[config.mk]
export PLATFORM = sky130hd
export DESIGN_NAME = fft_stage_sequencer
export DESIGN_NICKNAME = d
export VERILOG_FILES = /design/src/rtl/fft_stage_sequencer.sv
export SDC_FILE = /design/constraint.sdc
export NUM_CORES = 1
export LEC_CHECK = 0
export CAP_MARGIN = 10
export CORE_ASPECT_RATIO = 2
export CORE_MARGIN = 1.5
export CORE_UTILIZATION = 48
export DETAILED_ROUTE_END_ITERATION = 10
export GPL_TIMING_DRIVEN = 0
export PLACE_DENSITY = 0.76
export SETUP_SLACK_MARGIN = 0.02
export SYNTH_ARGS = -nofsm -noshare
export SYNTH_HDL_FRONTEND = slang
export SYNTH_SLANG_ARGS = --single-unit
export TNS_END_PERCENT = 20
[constraint.sdc]
create_clock -name i_clk -period 2.65 [get_ports i_clk]
set_input_delay 0.53 -clock i_clk [delete_from_list [all_inputs] [get_ports i_clk]]
set_output_delay 0.53 -clock i_clk [all_outputs]
set_load 0.1 [all_outputs]
[src/rtl/fft_stage_sequencer.sv]
// fft_stage_sequencer
// Drives the read/twiddle/write-back addressing for an in-place radix-2
// decimation-in-time FFT. The samples are already stored bit-reversed in a
// dual-port RAM. One butterfly is issued per RUN cycle. Its write-back is
// the read request delayed by one cycle, which matches the 1-cycle RAM/ROM
// latency in front of a combinational butterfly. A single DRAIN bubble
// between stages means stage s+1 never reads a word in the same cycle
// that stage s writes it.
module fft_stage_sequencer #(
    parameter int N_LOG2 = 3,
    parameter int ADDR_W = N_LOG2,
    parameter int TW_W   = (N_LOG2 > 1) ? (N_LOG2 - 1) : 1
) (
    input  logic              i_clk,
    input  logic              i_rst_n,
    input  logic              i_start,
    output logic              o_busy,
    output logic              o_done,
    output logic [N_LOG2-1:0] o_stage,
    output logic              o_rd_en,
    output logic [ADDR_W-1:0] o_rd_addr_a,
    output logic [ADDR_W-1:0] o_rd_addr_b,
    output logic [TW_W-1:0]   o_tw_addr,
    output logic              o_wr_en,
    output logic [ADDR_W-1:0] o_wr_addr_a,
    output logic [ADDR_W-1:0] o_wr_addr_b
);

    // k counts the butterflies within a stage (0 .. N/2-1).
    localparam int K_W = (N_LOG2 > 1) ? (N_LOG2 - 1) : 1;
    localparam int S_W = N_LOG2;

    localparam logic [K_W-1:0] K_LAST = K_W'((32'sd1 <<< (N_LOG2 - 1)) - 32'sd1);
    localparam logic [S_W-1:0] S_LAST = S_W'(N_LOG2 - 1);

    typedef enum logic [1:0] {
        ST_IDLE  = 2'd0,
        ST_RUN   = 2'd1,
        ST_DRAIN = 2'd2,
        ST_DONE  = 2'd3
    } state_t;

    state_t         state_r;
    state_t         state_s;
    logic [S_W-1:0] s_r;
    logic [S_W-1:0] s_s;
    logic [K_W-1:0] k_r;
    logic [K_W-1:0] k_s;

    logic              busy_s;
    logic              done_s;
    logic [S_W-1:0]    stage_s;
    logic              rd_en_s;
    logic [ADDR_W-1:0] rd_addr_a_s;
    logic [ADDR_W-1:0] rd_addr_b_s;
    logic [TW_W-1:0]   tw_addr_s;

    // Top input of butterfly k in stage s: grp*2*half + pos.
    function automatic logic [ADDR_W-1:0] addr_a_f(input logic [S_W-1:0] s,
                                                   input logic [K_W-1:0] k);
        logic [ADDR_W-1:0] kx;
        logic [ADDR_W-1:0] half;
        logic [ADDR_W-1:0] pos;
        logic [ADDR_W-1:0] grp;
        kx       = ADDR_W'(k);
        half     = ADDR_W'(1'b1) << s;
        pos      = kx & (half - ADDR_W'(1'b1));
        grp      = kx >> s;
        addr_a_f = (grp << (s + S_W'(1'b1))) | pos;
    endfunction

    // Bottom input sits one half-span above the top input.
    function automatic logic [ADDR_W-1:0] addr_b_f(input logic [S_W-1:0] s,
                                                   input logic [K_W-1:0] k);
        addr_b_f = addr_a_f(s, k) + (ADDR_W'(1'b1) << s);
    endfunction

    // Twiddle index W_N^(pos * N / (2*half)) = pos << (N_LOG2-1-s).
    function automatic logic [TW_W-1:0] tw_addr_f(input logic [S_W-1:0] s,
                                                  input logic [K_W-1:0] k);
        logic [ADDR_W-1:0] pos;
        logic [S_W-1:0]    sh;
        pos       = ADDR_W'(k) & ((ADDR_W'(1'b1) << s) - ADDR_W'(1'b1));
        sh        = S_LAST - s;
        tw_addr_f = TW_W'(pos << sh);
    endfunction

    // State and counter register with synchronous active-low reset.
    always_ff @(posedge i_clk) begin
        if (!i_rst_n) begin
            state_r <= ST_IDLE;
            s_r     <= '0;
            k_r     <= '0;
        end else begin
            state_r <= state_s;
            s_r     <= s_s;
            k_r     <= k_s;
        end
    end

    // Next-state and counter sequencing.
    always_comb begin
        state_s = state_r;
        s_s     = s_r;
        k_s     = k_r;
        case (state_r)
            ST_IDLE: begin
                if (i_start) begin
                    state_s = ST_RUN;
                    s_s     = '0;
                    k_s     = '0;
                end else begin
                    state_s = ST_IDLE;
                end
            end
            ST_RUN: begin
                if (k_r == K_LAST) begin
                    state_s = ST_DRAIN;
                end else begin
                    k_s = k_r + K_W'(1'b1);
                end
            end
            ST_DRAIN: begin
                if (s_r < S_LAST) begin
                    state_s = ST_RUN;
                    s_s     = s_r + S_W'(1'b1);
                    k_s     = '0;
                end else begin
                    state_s = ST_DONE;
                end
            end
            ST_DONE: begin
                state_s = ST_IDLE;
                s_s     = '0;
                k_s     = '0;
            end
            default: begin
                state_s = ST_IDLE;
                s_s     = '0;
                k_s     = '0;
            end
        endcase
    end

    // Output values for the coming cycle, derived from the next state so they can be registered.
    always_comb begin
        busy_s      = 1'b0;
        done_s      = 1'b0;
        stage_s     = s_s;
        rd_en_s     = 1'b0;
        rd_addr_a_s = o_rd_addr_a;
        rd_addr_b_s = o_rd_addr_b;
        tw_addr_s   = o_tw_addr;
        case (state_s)
            ST_IDLE: begin
                stage_s = '0;
            end
            ST_RUN: begin
                busy_s      = 1'b1;
                rd_en_s     = 1'b1;
                rd_addr_a_s = addr_a_f(s_s, k_s);
                rd_addr_b_s = addr_b_f(s_s, k_s);
                tw_addr_s   = tw_addr_f(s_s, k_s);
            end
            ST_DRAIN: begin
                busy_s = 1'b1;
            end
            ST_DONE: begin
                done_s  = 1'b1;
                stage_s = '0;
            end
            default: begin
                stage_s = '0;
            end
        endcase
    end

    // Registered control and read-side outputs; addresses hold while the strobe is low.
    always_ff @(posedge i_clk) begin
        if (!i_rst_n) begin
            o_busy      <= 1'b0;
            o_done      <= 1'b0;
            o_stage     <= '0;
            o_rd_en     <= 1'b0;
            o_rd_addr_a <= '0;
            o_rd_addr_b <= '0;
            o_tw_addr   <= '0;
        end else begin
            o_busy      <= busy_s;
            o_done      <= done_s;
            o_stage     <= stage_s;
            o_rd_en     <= rd_en_s;
            o_rd_addr_a <= rd_addr_a_s;
            o_rd_addr_b <= rd_addr_b_s;
            o_tw_addr   <= tw_addr_s;
        end
    end

    // Write-back is the read request delayed by one cycle; reset squashes an in-flight read.
    always_ff @(posedge i_clk) begin
        if (!i_rst_n) begin
            o_wr_en     <= 1'b0;
            o_wr_addr_a <= '0;
            o_wr_addr_b <= '0;
        end else if (o_rd_en) begin
            o_wr_en     <= 1'b1;
            o_wr_addr_a <= o_rd_addr_a;
            o_wr_addr_b <= o_rd_addr_b;
        end else begin
            o_wr_en     <= 1'b0;
            o_wr_addr_a <= o_wr_addr_a;
            o_wr_addr_b <= o_wr_addr_b;
        end
    end

endmodule

==> summary.md, run 1 <==
| Metric | Value |
|---|---|
| Run status | finished with violations |
| Failing checks | negative setup slack |
| Post-synthesis area per instance | 9.32 sq um |
| Destination of the worst hold path | o_tw_addr[1]$_SDFFE_PN0P_ |
| Avg WL per Cell | 17.0 um |
| Most utilized layer in the global route result | met2 |
| Hold Vio Cnt, Final | 0 |
| Worst setup margin | -117 ps |
| CTS clk-pin slew, worst paths | 100 ps |
| Width of the die | 42.9 um |
| Synth cell types | 50 |
| Worst EP arrival | 2970 ps |
| Cell Area, Placed | 1830 sq um |
| Pins over their slew limit | 0 |
| Class of the most critical setup path | register to register |
| R2r startpoint | s_r[1]$_SDFF_PN0_ |
| Most common cell after layout, fill and taps aside | sky130_fd_sc_hd__buf_4 |
| Most area-hungry cell type in the Yosys netlist | sky130_fd_sc_hd__dfxtp_1 |
| Number of iterations in the first detailed-routing pass | 4 |
| Most used flip-flop cell after synthesis | sky130_fd_sc_hd__dfxtp_1 |
| Detailed-route wire length | 4150 um |
| Via density per instance | 5.69 |
| Synthesized netlist cell count | 164 |
| Overflow after GRT | 0 |
| Pin count of the biggest net entering global routing | 16 |
| Final routed DRC violation total | 0 |
| Data required time of the critical path | 2850 ps |
| Share of the yosys chip area belonging to registers | 36.7% |
| Crit Reg-Reg Endpoint | o_rd_addr_b[2]$_SDFFE_PN0P_ |
| Clock net sink count | 28 |
| Antenna violations before repair | 0 |
| Cell Count Post-Placement | 217 |
| MaxCap Viol Count | 0 |
| Count of fill cells added during filler insertion | 203 |
| Mux cell area share after synthesis | 6.55% |
| Count of H-tree levels built during CTS | 1 |
| Area of the core region | 2980 sq um |
| Number of I/O pins | 24 |
| FF/Latch Area | 571 sq um |
| Pwr per Cell Area | 420 nW/um^2 |
| Maximum clock skew at final layout | 4.00 ps |
| Commonest cells after routing, fill and taps aside | 26 x sky130_fd_sc_hd__buf_4, 24 x sky130_fd_sc_hd__dfxtp_1, 22 x sky130_fd_sc_hd__clkdlybuf4s50_1, 14 x sky130_fd_sc_hd__nor2b_1 |
| Post-synthesis net count | 177 |
| Leakage power | 0.849 nW |
| Num rows | 28 |
| RSZ-0062 raised after global routing | yes |
| Post-synthesis cell area | 1530 sq um |
| Minimum clock period | 2770 ps |
| TritonCTS clock tree | yes |
| Multi-input gate area in the final layout | 1020 sq um |
| Post-CTS Hold Fix Bufs | 0 |
| Reg-to-reg setup timing slack | -120 ps |
| Worst Path Max Fanout | 5 |
| Synthesized-area fraction occupied by xor and xnor cells | 1.15% |
| Yosys warning count | 0 |
| Post-route non-filler standard cell count | 245 |
| Capturing element type of the critical path | register |
| GR Layer Usage met2 | 50.3% |
| Worst-case reg-to-reg path depth | 15 |
| Number of buffers added by the clock tree synthesis step | 3 |
| Highest attainable clock frequency | 0.361 GHz |
| Area of all placed cells without fillers | 2180 sq um |
| Fraction of post-synthesis cell area in the top cell type by area | 36.7% |
| Worst slew margin relative to its limit | 34.4% |
| Fraction of the cycle the final worst path needs | 104% |
| Accumulated negative setup slack | -228 ps |
| Gpl congestion | 0.810 |
| Post-detailed-placement half-perimeter wirelength | 2620 um |
| Clock Latency Late Sink | 270 ps |
| Fin nets | 229 |
| Worst-Margin Slew | 982 ps |
| Synth async-reset ratio | 0% |
| Antenna Diode Count | 0 |
| Fraction of the mapped netlist area in adder cells | 8.68% |
| Wire length of the first global-routing pass | 6730 um |
| Start point of the worst hold path | o_tw_addr[1]$_SDFFE_PN0P_ |
| Ratio of cells with drive above 1 in the final layout | 35.3% |
| Area share of and/or/nand/nor cells after synthesis | 27.0% |
| DRT iter0 DRCs | 33 |
| # setup viols final | 3 |
| Number of cells on the worst hold path | 1 |
| Vias in the first global route | 1,480 |
| Met3 routing resource usage after global routing | 2.81% |
| Dominant cells by area after synthesis | sky130_fd_sc_hd__dfxtp_1 37%, sky130_fd_sc_hd__ha_1 7.4%, sky130_fd_sc_hd__mux2i_1 6.6% |
| HP Class | register to register |
| Effective utilization at floorplan | 51.3% |
| Startpoint type of the worst setup path | register |
| Clock tree root driver cell | sky130_fd_sc_hd__clkbuf_8 |
| Combinational family with the most area after synthesis | simple AND/OR/NAND/NOR gates |
| All-Layer GR Usage | 25.3% |
| Final ANT Viol Nets | 0 |
| Layout area overhead | 42.9% |
| Area fraction in compound gates after synthesis | 14.3% |
| Longest Clk Path Bufs | 2 |
| Count of flip-flops with a built-in enable after synthesis | 0 |
| Smallest hold slack | 496 ps |
| Flip-flop and latch count after synthesis | 28 |
| Input/output buffers | 23 |
| M1 GR Usage | 24.4% |
| Via Count | 1,393 |
| Die height | 82.8 um |
| Worst voltage drop across the vdd grid | 0.000295 V |
| Die area | 3550 sq um |
[critical path, cell delays in order, from the launching register on]
cell and delay [ps]:
sky130_fd_sc_hd__dfxtp_4 380, sky130_fd_sc_hd__or3_4 390, sky130_fd_sc_hd__a21oi_4 180, sky130_fd_sc_hd__nor2_4 70, sky130_fd_sc_hd__buf_6 120, sky130_fd_sc_hd__ha_4 220
sky130_fd_sc_hd__inv_4 70, sky130_fd_sc_hd__nor2_4 40, sky130_fd_sc_hd__buf_4 150, sky130_fd_sc_hd__o211ai_4 80, sky130_fd_sc_hd__nand2_2 80, sky130_fd_sc_hd__fa_2 400
sky130_fd_sc_hd__a21o_1 200, sky130_fd_sc_hd__a21oi_1 170, sky130_fd_sc_hd__nand2_1 70, sky130_fd_sc_hd__o211ai_1 80
[registers in the layout, summed over array words and instances, names as in the netlist, 3 cells and up]
name	count
o_wr_addr_b	3
o_wr_addr_a	3
o_rd_addr_b	3
o_stage	3
s_r	3
o_rd_addr_a	3
[how the worst max path moves through the flow]
stage                                              to  cells past startpoint               from  slack, ps
after floorplan           o_rd_addr_b[2]$_SDFFE_PN0P_                     17  s_r[2]$_SDFF_PN0_         20
after global placement    o_rd_addr_b[1]$_SDFFE_PN0P_                     15            i_start       -740
after detailed placement  o_rd_addr_b[1]$_SDFFE_PN0P_                     15            i_start       -790
after CTS                 o_rd_addr_b[2]$_SDFFE_PN0P_                     15  s_r[0]$_SDFF_PN0_        -30
after global routing      o_rd_addr_b[2]$_SDFFE_PN0P_                     16  s_r[1]$_SDFF_PN0_       -200
final                     o_rd_addr_b[2]$_SDFFE_PN0P_                     15  s_r[1]$_SDFF_PN0_       -120
[layer usage]
layer | routed length, um | vias up | share of wire, %
met1 | 1410 | 667 | 34
met5 | 0 | - | 0
li1 | - | 658 | -
met2 | 2460 | 55 | 59
met3 | 136 | 13 | 3.3
met4 | 151 | 0 | 3.6
[cells in the mapped netlist (2+ instances only)]
cell type / count
sky130_fd_sc_hd__o21ai_0: 6
sky130_fd_sc_hd__o21ai_1: 2
sky130_fd_sc_hd__mux2i_1: 10
sky130_fd_sc_hd__nand2b_1: 3
sky130_fd_sc_hd__nor2_2: 2
sky130_fd_sc_hd__a21oi_1: 4
sky130_fd_sc_hd__ha_1: 9
sky130_fd_sc_hd__inv_2: 2
sky130_fd_sc_hd__buf_2: 2
sky130_fd_sc_hd__a31oi_1: 2
sky130_fd_sc_hd__nand3_1: 6
sky130_fd_sc_hd__dfxtp_1: 28
sky130_fd_sc_hd__inv_1: 10
sky130_fd_sc_hd__nand2_1: 7
sky130_fd_sc_hd__nor2b_1: 14
sky130_fd_sc_hd__xnor2_1: 2
sky130_fd_sc_hd__nor2_1: 12
sky130_fd_sc_hd__clkbuf_1: 3
sky130_fd_sc_hd__and2_1: 9
[cell families (layout without fill, tap and decap cells)]
kind of cell	Yosys count	after routing
mux	10	10
xor+xnor	2	2
fa+ha+maj	10	10
simple gates	66	66
flops	28	28
buf+inv	19	70
compound gates	29	29
[layout make-up]
type                            count  share of cell area, %
Timing Repair Buffer               49                   19.6
Sequential cell                    28                   26.1
Tap cell                           30                   1.72
Clock buffer                        4                   2.52
Multi-Input combinational cell    117                   46.8
Buffer                              5                   1.09
Inverter                           12                   2.18
[report_power, final]
part	switching [mW]	internal (mW)	leakage (nW)
Clock	0.132	0.133	0.0288
Combinational	0.145	0.0601	0.590
Sequential	0.0131	0.434	0.230
Total	0.290	0.627	0.849
[metrics by stage]
| step | utilization, % | setup WS [ps] | power, mW |
|---|---|---|---|
| floorplan | - | 22.0 | 0.609 |
| finish | 73.3 | -117 | 0.917 |
| global placement | 61.6 | -740 | 0.652 |
| global route | 73.3 | -199 | 0.951 |
| detailed placement | 61.6 | -789 | 0.658 |
| CTS | 71.6 | -31.3 | 0.917 |
[what timing repair did]
item                                    4_1_cts  5_1_grt
endpoints found under the setup margin        3        3
resized for setup                            23        6
pin swaps                                    17       11
setup buffers                                22        4
Power figures use the tool's default switching activity.
==> run 2: changes to the inputs <==
--- a/config.mk
+++ b/config.mk
@@ -5,7 +5,7 @@
 export SDC_FILE = /design/constraint.sdc
 export NUM_CORES = 1
 export LEC_CHECK = 0
-export CAP_MARGIN = 10
+export ABC_CLOCK_PERIOD_IN_PS = 2650
 export CORE_ASPECT_RATIO = 2
 export CORE_MARGIN = 1.5
 export CORE_UTILIZATION = 48
==> results of run 2 <==
The final DEF is identical to that of run 1; final timing and power are the same.
==> run 3: changes to the inputs <==
--- a/config.mk
+++ b/config.mk
@@ -12,7 +12,6 @@
 export DETAILED_ROUTE_END_ITERATION = 10
 export GPL_TIMING_DRIVEN = 0
 export PLACE_DENSITY = 0.76
-export SETUP_SLACK_MARGIN = 0.02
 export SYNTH_ARGS = -nofsm -noshare
 export SYNTH_HDL_FRONTEND = slang
 export SYNTH_SLANG_ARGS = --single-unit
==> summary.md, run 3 (same netlist as run 1, synthesis figures left out) <==
| Metric | Value |
|---|---|
| Switching share of total power | 32.9% |
| Pin count of the biggest net entering global routing | 15 |
| Library cell contributing the largest single delay on the critical path | sky130_fd_sc_hd__or3_4 |
| Internal power component | 0.595 mW |
| HP Class | register to register |
| Detailed-route wire length | 4640 um |
| Ratio of cells with drive above 1 in the final layout | 35.9% |
| Fraction of the cycle the final worst path needs | 105% |
| Pins over their slew limit | 0 |
| Number of I/O pins | 24 |
| MaxCap Viol Count | 0 |
| Slowest stage delay, CP | 390 ps |
| CTS clk-pin slew, worst paths | 90 ps |
| Clock tree root driver cell | sky130_fd_sc_hd__clkbuf_8 |
| Area of the core region | 2980 sq um |
| Worst-Margin Slew | 978 ps |
| Post-detailed-placement half-perimeter wirelength | 2550 um |
| Part of the power in registers | 50.4% |
| Clock network fraction of design power | 26.7% |
| Antenna violations before repair | 0 |
| Input/output buffers | 23 |
| Count of H-tree levels built during CTS | 1 |
| Highest attainable clock frequency | 0.361 GHz |
| Longest Clk Path Bufs | 2 |
| Tot Pwr | 0.887 mW |
| Smallest hold slack | 495 ps |
| DRT iter0 DRCs | 73 |
| Final Util | 75.9% |
| Number of buffers added by the clock tree synthesis step | 3 |
| Run status | finished with violations |
| Fin nets | 232 |
| Final routed DRC violation total | 0 |
| Worst voltage drop across the vdd grid | 0.000386 V |
| Post-CTS Hold Fix Bufs | 0 |
| Wire length of the first global-routing pass | 6780 um |
| Worst Path Max Fanout | 4 |
| Class of the most critical setup path | register to register |
| Layout area overhead | 47.9% |
| Worst EP arrival | 2980 ps |
| Number of iterations in the first detailed-routing pass | 4 |
| Worst slew margin relative to its limit | 34.6% |
| Num rows | 28 |
| Antenna Diode Count | 0 |
| Hold Vio Cnt, Final | 0 |
| Gpl congestion | 0.916 |
| All-Layer GR Usage | 26.7% |
| Final ANT Viol Nets | 0 |
| Vias in the first global route | 1,452 |
| RSZ-0062 raised after global routing | yes |
| Commonest cells after routing, fill and taps aside | 24 x sky130_fd_sc_hd__buf_4, 24 x sky130_fd_sc_hd__dfxtp_1, 22 x sky130_fd_sc_hd__clkdlybuf4s50_1, 14 x sky130_fd_sc_hd__nor2b_1 |
| Capturing element type of the critical path | register |
| Leakage power | 0.878 nW |
| Maximum clock skew at final layout | 3.46 ps |
| Startpoint type of the worst setup path | register |
| Cells along the critical path | or3_4 -> a21oi_4 -> nor2_4 -> buf_6 -> ha_4 -> inv_4 -> nor2_4 -> nand3_2 -> nand2_1 -> ha_2 -> fa_2 -> a21o_1 -> a21oi_1 -> nand2_1 -> o211ai_1 |
| Fraction of power consumed by combinational cells | 22.9% |
| # setup viols final | 3 |
| Failing checks | negative setup slack |
| Via density per instance | 5.85 |
| Effective utilization at floorplan | 51.3% |
| Overflow after GRT | 0 |
| Worst setup margin | -120 ps |
| Die area | 3550 sq um |
| Avg WL per Cell | 18.8 um |
| Die height | 82.8 um |
| Width of the die | 42.9 um |
| TritonCTS clock tree | yes |
| Data required time of the critical path | 2860 ps |
| Net Sw Power | 0.292 mW |
| Pwr per Cell Area | 393 nW/um^2 |
| Minimum clock period | 2770 ps |
| Clock Latency Late Sink | 280 ps |
| Via Count | 1,445 |
| Worst Setup Slack post-DPL | -825 ps |
| Clock net sink count | 28 |
==> run 3: cell count changes in the layout (fill, tap and decap cells not counted), moves of 2 or more <==
cell,previous run,this run
sky130_fd_sc_hd__buf_4,26,24
sky130_fd_sc_hd__buf_6,1,6
sky130_fd_sc_hd__ha_2,3,1
sky130_fd_sc_hd__ha_4,3,5
sky130_fd_sc_hd__inv_2,5,3
sky130_fd_sc_hd__inv_4,1,3
==> run 3: critical path: cells and delay by family (launching register included) <==
| family | cells | cell delay (ps) |
|---|---|---|
| adders and majority gates | 3 | 770 |
| DFF | 1 | 380 |
| AOI/OAI and AO/OA | 4 | 590 |
| and+or+nand+nor | 6 | 750 |
| buffers and inverters | 2 | 200 |
==> run 3: power groups by stage <==
stage | logic [mW] | registers [mW] | clock network (mW)
after floorplan | 0.0659 | 0.543 | 0
after global placement | 0.197 | 0.454 | 0
after detailed placement | 0.200 | 0.456 | 0
after CTS | 0.202 | 0.443 | 0.241
after global routing | 0.211 | 0.449 | 0.255
final | 0.203 | 0.447 | 0.237
==> run 3: stage by stage <==
stage / area, sq um / cells / setup TNS, ps
2_1_floorplan: 1550 / 164 / -7.86
3_3_place_gp: 1820 / 217 / -2230
3_5_place_dp: 1820 / 217 / -2590
4_1_cts: 2120 / 246 / -96.3
5_1_grt: 2260 / 247 / -372
6_report: 2260 / 247 / -183
==> run 3: cell type report <==
type | count | area (sq um)
Tap cell | 30 | 37.5
Fill cell | 181 | 718
Clock buffer | 3 | 41.3
Inverter | 12 | 52.6
Buffer | 5 | 23.8
Multi-Input combinational cell | 117 | 1060
Sequential cell | 28 | 573
Timing Repair Buffer | 52 | 470
==> run 3: final timing paths <==
kind / start / end / slack (ps) / cells past startpoint
max: s_r[1]$_SDFF_PN0_ / o_rd_addr_b[2]$_SDFFE_PN0P_ / -120 / 15
min: o_tw_addr[1]$_SDFFE_PN0P_ / o_tw_addr[1]$_SDFFE_PN0P_ / 500 / 1
max reg2reg: s_r[1]$_SDFF_PN0_ / o_rd_addr_b[2]$_SDFFE_PN0P_ / -120 / 15
min reg2reg: o_tw_addr[1]$_SDFFE_PN0P_ / o_tw_addr[1]$_SDFFE_PN0P_ / 500 / 1
==> run 3: metal layers <==
| metal | vias up | routed length [um] | global-route usage (%) |
|---|---|---|---|
| met4 | 0 | 193 | 22.8 |
| met5 | - | 0 | 0 |
| li1 | 666 | - | - |
| met3 | 12 | 180 | 4.98 |
| met2 | 58 | 2660 | 50.5 |
| met1 | 709 | 1610 | 22.9 |
==> run 3: what timing repair did <==
action / CTS / global route
pin swaps: 13 / 17
gates resized for setup: 23 / 24
endpoints found under the setup margin: 3 / 4
cloned: 0 / 0
setup buffers: 27 / 4
